===== src/rtl/spi_slave_buffer.sv =====
// Host-side data stage behind the SPI slave synchronizer: TX preload register with its FIFO,
// RX capture FIFO, per-frame word counter and sticky underrun/overrun flags, all in the clk domain.
//
// state  | meaning
// IDLE   | no frame in progress; waiting for spiStart
// ACTIVE | frame in progress; spiEnd closes it, spiStart restarts it
module spi_slave_buffer #(
  parameter int DATA_WIDTH = 8,
  parameter int FIFO_DEPTH = 16,
  parameter logic [DATA_WIDTH-1:0] FILL_WORD = '0,
  localparam int LW = $clog2(FIFO_DEPTH) + 1
) (
  input  logic                  clk,
  input  logic                  reset,
  input  logic                  spiBusy,
  input  logic                  spiStart,
  input  logic                  spiEnd,
  input  logic                  spiTxLoad,
  input  logic                  spiRxRdy,
  input  logic [DATA_WIDTH-1:0] rxWord,
  output logic [DATA_WIDTH-1:0] txData,
  input  logic                  txWrEn,
  input  logic [DATA_WIDTH-1:0] txWrData,
  output logic                  txFull,
  output logic [LW-1:0]         txLevel,
  input  logic                  rxRdEn,
  output logic [DATA_WIDTH-1:0] rxRdData,
  output logic                  rxEmpty,
  output logic [LW-1:0]         rxLevel,
  output logic                  frameDone,
  output logic [15:0]           frameWords,
  output logic                  txUnderrun,
  output logic                  rxOverrun,
  input  logic                  clrFlags
);

  localparam int AW = LW - 1;
  localparam logic [LW-1:0] DEPTH_L = LW'(FIFO_DEPTH);
  localparam logic [LW-1:0] ONE_L = LW'(1);

  typedef enum logic {IDLE = 1'b0, ACTIVE = 1'b1} stateType;

  stateType state, stateNext;

  logic [DATA_WIDTH-1:0] txMem [FIFO_DEPTH];
  logic [DATA_WIDTH-1:0] rxMem [FIFO_DEPTH];
  logic [LW-1:0] txWrPtr, txRdPtr, rxWrPtr, rxRdPtr;
  logic txEmpty, txPush, txPop, txValid;
  logic rxFull, rxPush, rxPop;
  logic unusedBusy;

  // spiBusy is status only; nothing in this stage depends on it
  assign unusedBusy = spiBusy;

  assign txLevel = txWrPtr - txRdPtr;
  assign txFull  = (txLevel == DEPTH_L);
  assign txEmpty = (txLevel == '0);
  assign txPop   = !txEmpty && (spiTxLoad || !txValid);
  assign txPush  = txWrEn && (!txFull || txPop);

  assign rxLevel  = rxWrPtr - rxRdPtr;
  assign rxFull   = (rxLevel == DEPTH_L);
  assign rxEmpty  = (rxLevel == '0);
  assign rxPop    = rxRdEn && !rxEmpty;
  assign rxPush   = spiRxRdy && (!rxFull || rxPop);
  assign rxRdData = rxMem[rxRdPtr[AW-1:0]];

  always_ff @(posedge clk) begin
    if (txPush) txMem[txWrPtr[AW-1:0]] <= txWrData;
    if (rxPush) rxMem[rxWrPtr[AW-1:0]] <= rxWord;
  end

  // txData only moves on a consume tick or while refilling an empty preload slot
  always_ff @(posedge clk or posedge reset) begin
    if (reset) begin
      txWrPtr    <= '0;
      txRdPtr    <= '0;
      txData     <= FILL_WORD;
      txValid    <= 1'b0;
      txUnderrun <= 1'b0;
    end else begin
      if (txPush) txWrPtr <= txWrPtr + ONE_L;
      if (txPop) begin
        txRdPtr <= txRdPtr + ONE_L;
        txData  <= txMem[txRdPtr[AW-1:0]];
        txValid <= 1'b1;
      end else if (spiTxLoad) begin
        txData  <= FILL_WORD;
        txValid <= 1'b0;
      end
      txUnderrun <= (spiTxLoad && !txValid) || (txUnderrun && !clrFlags);
    end
  end

  always_ff @(posedge clk or posedge reset) begin
    if (reset) begin
      rxWrPtr   <= '0;
      rxRdPtr   <= '0;
      rxOverrun <= 1'b0;
    end else begin
      if (rxPush) rxWrPtr <= rxWrPtr + ONE_L;
      if (rxPop) rxRdPtr <= rxRdPtr + ONE_L;
      rxOverrun <= (spiRxRdy && rxFull && !rxRdEn) || (rxOverrun && !clrFlags);
    end
  end

  always_ff @(posedge clk or posedge reset) begin
    if (reset) state <= IDLE;
    else state <= stateNext;
  end

  always_comb begin
    stateNext = state;
    case (state)
      IDLE:    if (spiStart) stateNext = ACTIVE;
      ACTIVE:  if (spiEnd) stateNext = IDLE;
      default: stateNext = IDLE;
    endcase
  end

  // dropped words still count: frameWords reflects what the master clocked out
  always_ff @(posedge clk or posedge reset) begin
    if (reset) begin
      frameWords <= '0;
      frameDone  <= 1'b0;
    end else begin
      frameDone <= spiEnd;
      if (spiStart) frameWords <= spiRxRdy ? 16'd1 : 16'd0;
      else if (spiRxRdy && frameWords != 16'hFFFF) frameWords <= frameWords + 16'd1;
    end
  end

endmodule


===== config.mk =====
export PLATFORM = sky130hd
export DESIGN_NAME = spi_slave_buffer
export DESIGN_NICKNAME = d
export VERILOG_FILES = /design/src/rtl/spi_slave_buffer.sv
export SDC_FILE = /design/constraint.sdc
export NUM_CORES = 1
export LEC_CHECK = 0
export ABC_AREA = 1
export CAP_MARGIN = 0
export CORE_MARGIN = 4
export CORE_UTILIZATION = 40
export CTS_CLUSTER_SIZE = 28
export DETAILED_ROUTE_END_ITERATION = 16
export HOLD_SLACK_MARGIN = 0.06
export SLEW_MARGIN = 20
export SYNTH_ARGS = -nofsm -noshare
export SYNTH_HDL_FRONTEND = slang
export SYNTH_SLANG_ARGS = --single-unit

===== constraint.sdc =====
create_clock -name clk -period 8.2 [get_ports clk]
set_clock_uncertainty 0.05 [all_clocks]
set_input_delay 0.82 -clock clk [delete_from_list [all_inputs] [get_ports clk]]
set_output_delay 0.82 -clock clk [all_outputs]
set_load 0.005 [all_outputs]

==> results.md, run 1 <==
Timing:
- The smallest clock period supported by the final layout is computed as 4.555 ns.
- The slew at the pin closest to its max-slew limit is 1.059 ns.
- Static timing analysis puts the maximum clock frequency at 219.5 MHz.
- In this run the tightest slew margin relative to its limit is 29.11%.
- The count of final hold-check violations is 0.
- Hold is met by 0.4508 ns.
- The final period utilization is 55.55%.
- The number of endpoints failing setup at the final stage is 0.
- Setup repair after global routing left no endpoint under its margin.
- The max-slew violation count was 0.
- The setup total negative slack is 0 ns.

Global route:
- The total global routing track utilization is 17.15%.
- The via count of the first global-routing pass is 8662.
- After global routing the overflow that remains totals 0.
- The largest net degree at the start of global routing is 69.
- The number of antenna violations at the first check in global routing is 0.
- The first global-routing pass estimated 48890 microns of wire.

Clock tree:
- TritonCTS built the clock tree.
- The post-CTS setup buffer count is 0.
- For this design, the sink count on the clock tree is 304.
- The clock reaches the later pin of the worst-skew pair after 0.51 ns.
- The clock transition time at the flip-flop clock pins of the worst setup and hold paths is 0.06 ns.
- The root buffer cell chosen for the clock tree is clkbuf_16.
- The post-cts repair resize count is 0.
- Buffers inserted during clock tree synthesis total 34.
- The H-tree generated during clock tree synthesis spans 2 levels.
- The quantity of hold-fixing buffers added after cts is 0.
- In this run the deepest clock path goes through 3 buffers.

Placed design:
- The cell area reported after detailed placement is 0.01437 sq mm.
- The estimated wirelength of the detail-placed design is 19290 microns.
- At the end of routability-driven placement, the weighted congestion stood at 0.8484.
- The count of input and output buffers is 71.

Cells and area:
- The repair_antennas step left the layout with diodes totalling 0.
- The utilization after layout is 47.30%.
- At the end of the flow, the number of nets in the layout was 1353.
- The leading cell type in the layout, fill and taps excluded is nand2_1.
- The area growth from synthesis to layout is 16.02%.
- In the layout the commonest cells are 350 x nand2_1, 256 x edfxtp_1, 150 x nor2_1.
- The fraction of layout instances using a drive strength above 1 is 5.856%.
- The final instance area is 0.01547 sq mm.

Die:
- For this design the top-level I/O count stands at 73.
- The die width is 190.6 microns.
- The total area inside the core boundary comes to 0.03270 sq mm.
- For this configuration, the core starts out at a cell density of 40.77%.
- The vertical die dimension is 190.6 microns.
- The die area is 0.03632 sq mm.
- The initialized floorplan defines 66 standard-cell rows.

Worst setup path:
- The setup slack of the worst register-to-register path is 4.38 ns.
- The destination of the worst register-to-register timing path is rxMem[14][5]$_DFFE_PP_.
- The launch point of the worst reg-to-reg path is rxRdPtr[1]$_DFFE_PP0P_.
- The setup path with the least slack is of type register to output pin.
- The kind of capture point of the worst setup path is an output pin.
- The worst-case reg-to-reg path depth is 10.
- Along the worst path, the maximum fanout reaches 48.
- The worst endpoint required time is 7.33 ns.
- The arrival time of the worst setup path is 3.68 ns.
- The worst setup path is launched from a register.

Power and ir drop:
- The power per unit of standard cell area is 351.9 mW/mm^2.
- IR analysis of the VDD net gives a maximum drop of 289.7 uV.
- The static leakage is 5.736 nW.
- Summing internal, switching and leakage power gives 5.443 mW.

Drt:
- The pre-antenna-repair detailed-routing pass consisted of 5 iterations.
- After detailed routing, the total wire length is 31120 microns.
- The detailed router placed 8957 vias in this run.
- In the routed design, unresolved DRC markers number 0.
- Using the TritonRoute via totals, the vias-per-cell ratio works out to 5.049.
- The first routing iteration left 689 violations.
- The count of nets left with antenna violations once routing finished came out at 0.
- Dividing the detail-routed wire length by the instance count gives 17.54 microns.

Yosys:
- The net count after synthesis is 1297.
- The share of the Yosys chip area taken by registers is 66.67%.
- The cell area that synthesis handed to floorplanning was 0.01333 sq mm.
- In this run, synthesis produced a sequential element count of 304.
- The number of different library cells used by synthesis comes to 37.
- The gate count of the mapped netlist is 1250.
- Each instance of the synthesized netlist takes up on average 10.67 sq um.
- For this run, the number of Yosys warnings is 0.

Flow run:
- The tool flagged a number of max-cap violations equal to 0.

Min path:
- The worst hold-check path type is register to register.
- Counting instances, the worst hold path has a depth of 1.
- The path with the worst hold slack has its endpoint at txUnderrun$_DFF_PP0_.
- The worst hold path begins at txValid$_DFFE_PP0P_.

Outcome:
- The run finished with clean final reports.
-- power breakdown --
part	internal (mW)	leakage, nW	switching, mW	total [mW]
combinational	0.734	2.27	1.25	1.99
clock	0.871	0.532	0.600	1.47
sequential	1.87	2.93	0.121	1.99
total	3.47	5.74	1.97	5.44
-- sequential cells by signal, indices dropped and copies added, names as in the netlist, 5 cells and up --
signal      count
rxMem         128
txData          8
rxRdPtr         5
frameWords     16
txRdPtr         5
txMem         128
rxWrPtr         5
txWrPtr         5
-- cells in the mapped netlist --
| library cell | number | share of area, % |
|---|---|---|
| a21oi_1 | 14 | 0.53 |
| buf_1 | 5 | 0.14 |
| buf_2 | 23 | 0.86 |
| buf_4 | 1 | 0.056 |
| buf_6 | 4 | 0.34 |
| clkbuf_1 | 25 | 0.70 |
| clkbuf_2 | 1 | 0.038 |
| clkinv_1 | 4 | 0.11 |
| dfrtp_1 | 48 | 9.0 |
| edfxtp_1 | 256 | 58 |
| fa_1 | 2 | 0.30 |
| ha_1 | 19 | 1.8 |
| inv_1 | 48 | 1.4 |
| nand2_1 | 350 | 9.9 |
| nand2_2 | 4 | 0.19 |
| nand3_1 | 123 | 4.6 |
| nand3_2 | 1 | 0.075 |
| nand4_1 | 10 | 0.47 |
| nand4_4 | 2 | 0.32 |
| nor2_1 | 150 | 4.2 |
| nor2_2 | 5 | 0.23 |
| nor2_4 | 1 | 0.084 |
| nor2b_1 | 1 | 0.047 |
| nor3_1 | 3 | 0.11 |
| nor3_2 | 1 | 0.075 |
| o211ai_1 | 12 | 0.68 |
| o21ai_0 | 86 | 3.2 |
| o21ai_1 | 1 | 0.038 |
| o21ai_2 | 1 | 0.066 |
| o21bai_1 | 1 | 0.056 |
| o221ai_1 | 4 | 0.26 |
| o22ai_1 | 18 | 0.84 |
| or2_0 | 1 | 0.047 |
| or2_1 | 1 | 0.047 |
| or2_2 | 1 | 0.047 |
| xnor2_1 | 7 | 0.46 |
| xor2_1 | 16 | 1.1 |
-- worst max-delay path by stage --
stage	from	endpoint	slack [ns]
after floorplan	rxRdPtr[1]$_DFFE_PP0P_	rxEmpty	5.43
after global placement	rxRdPtr[1]$_DFFE_PP0P_	rxEmpty	4.16
after detailed placement	rxRdPtr[1]$_DFFE_PP0P_	rxEmpty	4.14
after CTS	rxRdPtr[1]$_DFFE_PP0P_	rxEmpty	3.58
after global routing	rxRdPtr[1]$_DFFE_PP0P_	rxEmpty	3.41
final	rxRdPtr[1]$_DFFE_PP0P_	rxEmpty	3.65
-- cells by family after synthesis --
group                      count (synthesis)  share of synthesized area, %
buffers and inverters                    111                         3.604
DFF                                      304                         66.67
AOI/OAI and AO/OA                        137                         5.696
and+or+nand+nor                          654                         20.44
adders and majority gates                 21                         2.083
xor gates and xnor gates                  23                         1.511
-- worst max-delay path, stage by stage (launching register included) --
cell and delay, ns:
dfrtp_1 0.32, buf_4 0.42, inv_1 0.53, fa_1 0.63
or2_1 0.24, nor2_1 0.25, nand3_2 0.20, inv_1 0.09
clkdlybuf4s50_1 0.49
-- layer usage --
layer | wire (microns) | GRT usage, % | vias to the layer above
met5 | 0 | 0 | -
met1 | 13830 | 23.64 | 4256
met2 | 14640 | 27.68 | 235
li1 | - | - | 4405
met4 | 900 | 5.608 | 0
met3 | 1757 | 3.167 | 61
-- per-stage QoR --
step | setup WS (ns) | instances
finish | 3.645 | 1774
detailed placement | 4.138 | 1712
global route | 3.411 | 1774
floorplan | 5.431 | 1250
CTS | 3.578 | 1774
global placement | 4.155 | 1712
-- area by class of cell --
type	instances	area (sq um)
multi-input cells	835	3964
repair buffers	79	770.7
inverters	52	195.2
clock inverters	18	165.2
well taps	442	553.0
flip-flops and latches	304	8891
clock buffers	44	929.6
fillers	3001	17230
(Power assumes the default switching activity.)
==> inputs of run 2 (changes only) <==
Clock period 8.2 ns to 4 ns, I/O delays scaled along.
==> results.md, run 2 (synthesis results as in run 1) <==
Cells and area:
- The fraction of layout instances using a drive strength above 1 is 7.941%.
- The library cells used most frequently in the layout, excluding fill and tap cells, are 350 x nand2_1, 256 x edfxtp_1, 150 x nor2_1.
- The combined area of the multi-input logic cells is 0.003964 sq mm.
- The synthesis-to-layout area growth is 18.74%.
- Across the whole layout, storage elements account for 0.008891 sq mm.
- The library cell used most frequently in the layout, excluding fill and tap cells, is nand2_1.
- The filler cells instantiated in the layout total 2950.
- After the last flow step, the layout net total stands at 1380.
- At the end of the flow the core is filled with cells to 48.41%.
- The repair_antennas step left the layout with diodes totalling 0.

Timing:
- The final period utilization is 89.71%.
- The smallest clock period supported by the final layout is computed as 3.589 ns.
- The slew at the pin closest to its max-slew limit is 0.8085 ns.
- Setup repair after global routing left no endpoint under its margin.
- The max-slew violation count was 0.
- The worst pin sits at a relative slew slack of 46.04%.
- Setup violations remaining at the end of the flow were counted as 0.
- The setup total negative slack is 0 ns.
- The count of final hold-check violations is 0.
- Timing would allow up to 278.7 MHz.

Global route:
- The final global-route overflow total is 0.
- The via count of the first global-routing pass is 8932.
- Global routing consumed, over all layers together, 17.62% of the routing resources.
- The number of antenna violations at the first check in global routing is 0.
- The first global-routing pass estimated 50180 microns of wire.
- The largest net degree at the start of global routing is 68.

Worst setup path:
- The endpoint identified for the worst register-to-register timing path is txMem[6][2]$_DFFE_PP_.
- The startpoint type of the worst setup path is a register.
- The setup slack of the worst register-to-register path is 0.89 ns.
- STA classifies the critical path endpoint as an output pin.
- The critical path is of the register to output pin type.
- At the worst endpoint, the arrival time is 3.14 ns.
- The startpoint identified for the worst register-to-register timing path is txWrPtr[0]$_DFFE_PP0P_.
- The highest fanout seen on the critical path is 22.
- The worst endpoint required time is 3.55 ns.
- The worst-case reg-to-reg path depth is 9.

Power and ir drop:
- IR analysis of the VDD net gives a maximum drop of 557.4 uV.
- Summed over all cells, the static leakage comes to 5.936 nW.
- The reported net switching power is 4.146 mW.
- The share of total power in sequential cells is 34.8%.
- The clock network is responsible for 29.4% of the overall power.
- Combinational cells account for 35.8% of the total power.
- The switching share of total power is 35.58%.
- The cell internal power dissipation is 7.507 mW.
- The power per unit of standard cell area is 736.1 mW/mm^2.

Clock tree:
- After clock tree synthesis, the flow added hold-fix buffers numbering 0.
- In this run the clock root is driven by a clkbuf_16.
- The clock transition time at the flip-flop clock pins of the worst setup and hold paths is 0.06 ns.
- The post-CTS setup buffer count is 0.
- The total CTS buffers is 35.
- The clock sink count is 304.
- TritonCTS built the clock tree.
- The clock passes through at most 3 buffers.
- The clock network latency to the later pin of the worst-skew pair is 0.53 ns.
- Post-CTS repair changed the size of 0 cells.
- The clock tree synthesis step divided the H-tree into 2 levels.

Placed design:
- Detailed placement finished with a half-perimeter wire length of 19570 microns.
- The count of buffers added on input and output ports is 71.
- The weighted congestion at the end of routability-driven global placement is 0.8426.

Drt:
- The routed length on met3 is 1769 microns.
- The aggregate routed wire length is 31530 microns.
- Signal routing reaches up to met4.
- The detailed-route wire length on metal 1 is 14070 microns.
- After detailed routing, the number of remaining DRC violations is 0.
- Summing over every cut layer, the via total after detailed routing is 9051.
- For this block, the initial DRC count from the detailed router was 753.
- Once detail routing completed, the nets flagged for antenna violations numbered 0.
- The met2 wire length is 14900 microns.
- Dividing the detail-routed via count by the number of cells gives 5.023.
- The first-pass iteration count of the detailed router is 5.
- The wire length per cell is 17.50 microns.

Die:
- The placement row count is 66.
- The I/O pin count is 73.
- The die is 190.6 microns wide.
- The starting utilization of the core area is 40.77%.
- In this run the vertical extent of the chip is 190.6 microns.
- The die area is 0.03632 sq mm.
- The core outline area is 0.03270 sq mm.

Min path:
- In this run the most critical hold path is launched from spiEnd.
- The depth of the worst hold-timing path is 1.
- The end point of the worst hold path is frameDone$_DFF_PP0_.
- In this run the worst hold path is classified as primary input to register.

Flow run:
- Max-cap violations in this run came to 0.

Outcome:
- The flow ran to the end, and the final reports show no timing, DRC or antenna violations.
-- run 2: how the worst max path moves through the flow --
| stage | start | end | slack [ns] |
|---|---|---|---|
| 6_report | rxRdPtr[0]$_DFFE_PP0P_ | rxEmpty | 0.41 |
| 4_1_cts | rxRdPtr[0]$_DFFE_PP0P_ | rxEmpty | 0.36 |
| 3_5_place_dp | txWrPtr[0]$_DFFE_PP0P_ | txMem[5][5]$_DFFE_PP_ | 0.91 |
| 3_3_place_gp | txWrPtr[0]$_DFFE_PP0P_ | txMem[6][3]$_DFFE_PP_ | 0.93 |
| 5_1_grt | rxRdPtr[0]$_DFFE_PP0P_ | rxEmpty | 0.22 |
| 2_1_floorplan | rxWrPtr[0]$_DFFE_PP0P_ | rxMem[12][0]$_DFFE_PP_ | 1.41 |
-- run 2: worst max-delay path: stages, from the launching register on --
cell	delay, ns
dfrtp_2	0.63
ha_1	0.23
inv_1	0.06
fa_1	0.45
or2_1	0.24
nor2_1	0.25
nand3_2	0.20
inv_1	0.08
clkdlybuf4s50_1	0.49
-- run 2: cell type report --
| class | instances | area share (%) |
|---|---|---|
| inverter | 52 | 1.257 |
| clock buffer | 44 | 5.872 |
| clock inverter | 20 | 2.079 |
| tap | 442 | 3.493 |
| sequential | 304 | 56.16 |
| timing repair buffer | 105 | 6.101 |
| multi-input combinational | 835 | 25.04 |
-- run 2: power groups by stage --
| stage | registers [mW] | clock network [mW] | logic [mW] |
|---|---|---|---|
| floorplan | 4.03 | 0 | 2.67 |
| detailed placement | 4.12 | 0 | 4.20 |
| global placement | 4.10 | 0 | 4.17 |
| finish | 4.05 | 3.43 | 4.17 |
| CTS | 4.05 | 3.50 | 4.23 |
| global route | 4.10 | 3.65 | 4.70 |
-- run 2: metal layers --
metal  GRT usage, %  up-vias
met5              0        -
met4          5.414        0
met3          2.929       56
met2          28.40      248
met1          24.69     4282
li1               -     4465
-- run 2: through the flow --
stage | hold slack [ns] | total power [mW] | setup slack [ns] | instances | cell area, sq um
CTS | 0.2494 | 11.78 | 0.3646 | 1802 | 15830
global placement | 0.4204 | 8.274 | 0.9315 | 1738 | 14570
floorplan | 0.3814 | 6.695 | 1.406 | 1250 | 13330
global route | 0.2553 | 12.44 | 0.2228 | 1802 | 15830
finish | 0.2670 | 11.65 | 0.4115 | 1802 | 15830
detailed placement | 0.4194 | 8.318 | 0.9051 | 1738 | 14570
==> patch, RTL diff (settings of run 2) <==
Make the reset (`reset`) synchronous in 4 clocked blocks.
--- a/src/rtl/spi_slave_buffer.sv
+++ b/src/rtl/spi_slave_buffer.sv
@@ -71,7 +71,7 @@
   end
 
   // txData only moves on a consume tick or while refilling an empty preload slot
-  always_ff @(posedge clk or posedge reset) begin
+  always_ff @(posedge clk) begin
     if (reset) begin
       txWrPtr    <= '0;
       txRdPtr    <= '0;
@@ -92,7 +92,7 @@
     end
   end
 
-  always_ff @(posedge clk or posedge reset) begin
+  always_ff @(posedge clk) begin
     if (reset) begin
       rxWrPtr   <= '0;
       rxRdPtr   <= '0;
@@ -104,7 +104,7 @@
     end
   end
 
-  always_ff @(posedge clk or posedge reset) begin
+  always_ff @(posedge clk) begin
     if (reset) state <= IDLE;
     else state <= stateNext;
   end
@@ -119,7 +119,7 @@
   end
 
   // dropped words still count: frameWords reflects what the master clocked out
-  always_ff @(posedge clk or posedge reset) begin
+  always_ff @(posedge clk) begin
     if (reset) begin
       frameWords <= '0;
       frameDone  <= 1'b0;
Check against the original RTL: differs if reset is asserted again (counterexample within 4 cycles, from zero or initial values and one cycle with reset high); with reset held inactive, the same outputs for 10 cycles.
==> patch against run 2 <==
Global-route usage fell by 0.91 points; synthesized area fell by 0.53%; sequential cell count rose by 8; setup slack improved by 0.18 ns; hold slack improved by 0.11 ns; cell area fell by 2.0%; wire length fell by 3.8%.
Power is not compared: it rests on default switching activity, and its combinational part moved more than twofold at a synthesized area within 25%.
==> patch: results (changes against run 2) <==
RUN STATUS
---------------------------------------------------------------------------------
Result of the run .................................................. finished, final reports clean

PLACED DESIGN
---------------------------------------------------------------------------------
Worst setup slack before clock tree synthesis ......................     0.610 ns   -0.295 ns
Hpwl dp ............................................................      19.1 mm   -2.4%

POWER
---------------------------------------------------------------------------------
Leakage component of the power .....................................      5.52 nW

SYNTH
---------------------------------------------------------------------------------
Proportion of synthesized chip area in sequential cells ............        66.4%   -0.25 points
Ys async rst share .................................................           0%   -16 points
Number of unique standard cell types used by synthesis .............           33   -11%
Largest cells by area after synthesis .............................. edfxtp_1 (58%), dfxtp_1 (8.5%), nand2_1 (6.3%)
Cell types with the highest counts after synthesis ................. edfxtp_1 (256), nand2_1 (224), nand3_1 (165), inv_1 (89), nor2_1 (76)

ROUTE
---------------------------------------------------------------------------------
First DRT Iteration DRCs ...........................................          614   -18%
Avg Vias per Cell ..................................................         5.14   +2.3%
Met3 routed WL .....................................................      1.80 mm   +1.9%
Total Routed Length ................................................      30.3 mm   -3.8%
Top Layer Used .....................................................         met4
Routed length on met1 ..............................................      13.2 mm   -5.8%
Detailed route wirelength on metal2 ................................      14.4 mm   -3.2%

WORST SETUP PATH
---------------------------------------------------------------------------------
Crit-path max cell delay ...........................................      0.52 ns   -0.11 ns
Cell with the biggest individual delay on the critical path ........ clkdlybuf4s50_1
Last element of the critical path ..................................       txFull
Crit path from ..................................................... txWrPtr[0]$_SDFFE_PP0P_
Count of cells along the worst register-to-register path ...........           13   +4
Critical path peak fanout ..........................................            6   -73%
Start of the worst register-to-register path ....................... rxWrPtr[0]$_SDFFE_PP0P_
Crit-path leading delay family ..................................... buffers and inverters
Arrival time of the worst setup path ...............................      2.96 ns   -0.18 ns
R2R Path End ....................................................... rxMem[2][4]$_DFFE_PP_

FINAL LAYOUT
---------------------------------------------------------------------------------
Ratio of cells with drive above 1 in the final layout ..............        7.03%   -0.91 points
Number of fill cells in the layout .................................         2954   +0.14%

GRT
---------------------------------------------------------------------------------
GRT Overall Usage ..................................................        16.7%   -0.91 points
Vias in the first global route .....................................         8647   -3.2%
First-pass GRT wire length .........................................      47.9 mm   -4.6%
Pin count of the biggest net entering global routing ...............           65   -4.4%

STA
---------------------------------------------------------------------------------
Final critical-path share of the clock period ......................        85.1%   -4.6 points
Pin slew with the least headroom to its limit ......................      1.06 ns   +0.255 ns

CTS
---------------------------------------------------------------------------------
Source-to-sink clock delay at the later pin of the worst-skew pair .      0.51 ns   -0.02 ns

==> patch: how the worst min path moves through the flow <==
stage                           from               endpoint  depth (start not counted)
2_1_floorplan   rxOverrun$_SDFF_PP0_   rxOverrun$_SDFF_PP0_                          2
3_3_place_gp   txUnderrun$_SDFF_PP0_  txUnderrun$_SDFF_PP0_                          2
3_5_place_dp   txUnderrun$_SDFF_PP0_  txUnderrun$_SDFF_PP0_                          2
4_1_cts                       spiEnd   frameDone$_SDFF_PP0_                          3
5_1_grt                       spiEnd   frameDone$_SDFF_PP0_                          3
6_report                      spiEnd   frameDone$_SDFF_PP0_                          3
==> patch: through the flow <==
step / hold slack (ns) / instances / instance area, sq um
finish: 0.372 / 1722 / 15500
global route: 0.386 / 1722 / 15500
CTS: 0.354 / 1722 / 15500
detailed placement: 0.414 / 1659 / 14400
global placement: 0.407 / 1659 / 14400
floorplan: 0.410 / 1193 / 13300
==> patch: per-layer routing <==
layer | GRT usage (%) | vias to the layer above
met1 | 22.7 | 4233
met2 | 27.5 | 251
met5 | 0 | -
met4 | 5.40 | 0
met3 | 2.94 | 60
li1 | - | 4305
==> patch: area by class of cell <==
type / count / area share (%)
sequential: 312 / 56.8
clock inverter: 14 / 0.726
multi-input combinational: 731 / 24.8
inverter: 95 / 2.31
clock buffer: 49 / 6.72
timing repair buffer: 79 / 5.05
tap: 442 / 3.57
==> patch: where the power goes <==
| part | internal [mW] | leakage [nW] | switching (mW) | total (mW) |
|---|---|---|---|---|
| Combinational | 0.697 | 2.18 | 1.11 | 1.80 |
| Clock | 1.89 | 0.573 | 1.26 | 3.15 |
| Sequential | 3.64 | 2.77 | 0.130 | 3.77 |
==> patch: logic make-up (layout without fill, tap and decap cells) <==
logic type                 count (synthesis)  count (layout)  synth area share (%)
xor gates and xnor gates                  18              18                  1.19
muxes                                     32              32                  2.42
and+or+nand+nor                          510             510                  17.0
buffers and inverters                    150             237                  4.57
AOI/OAI and AO/OA                        150             150                  6.32
adders and majority gates                 21              21                  2.09
DFF                                      312             312                  66.4
==> patch: tightest hold or removal path, delay by kind of cell <==
kind / cells / cell delay [ns]
simple gates: 1 / 0.03
buf+inv: 2 / 0.45
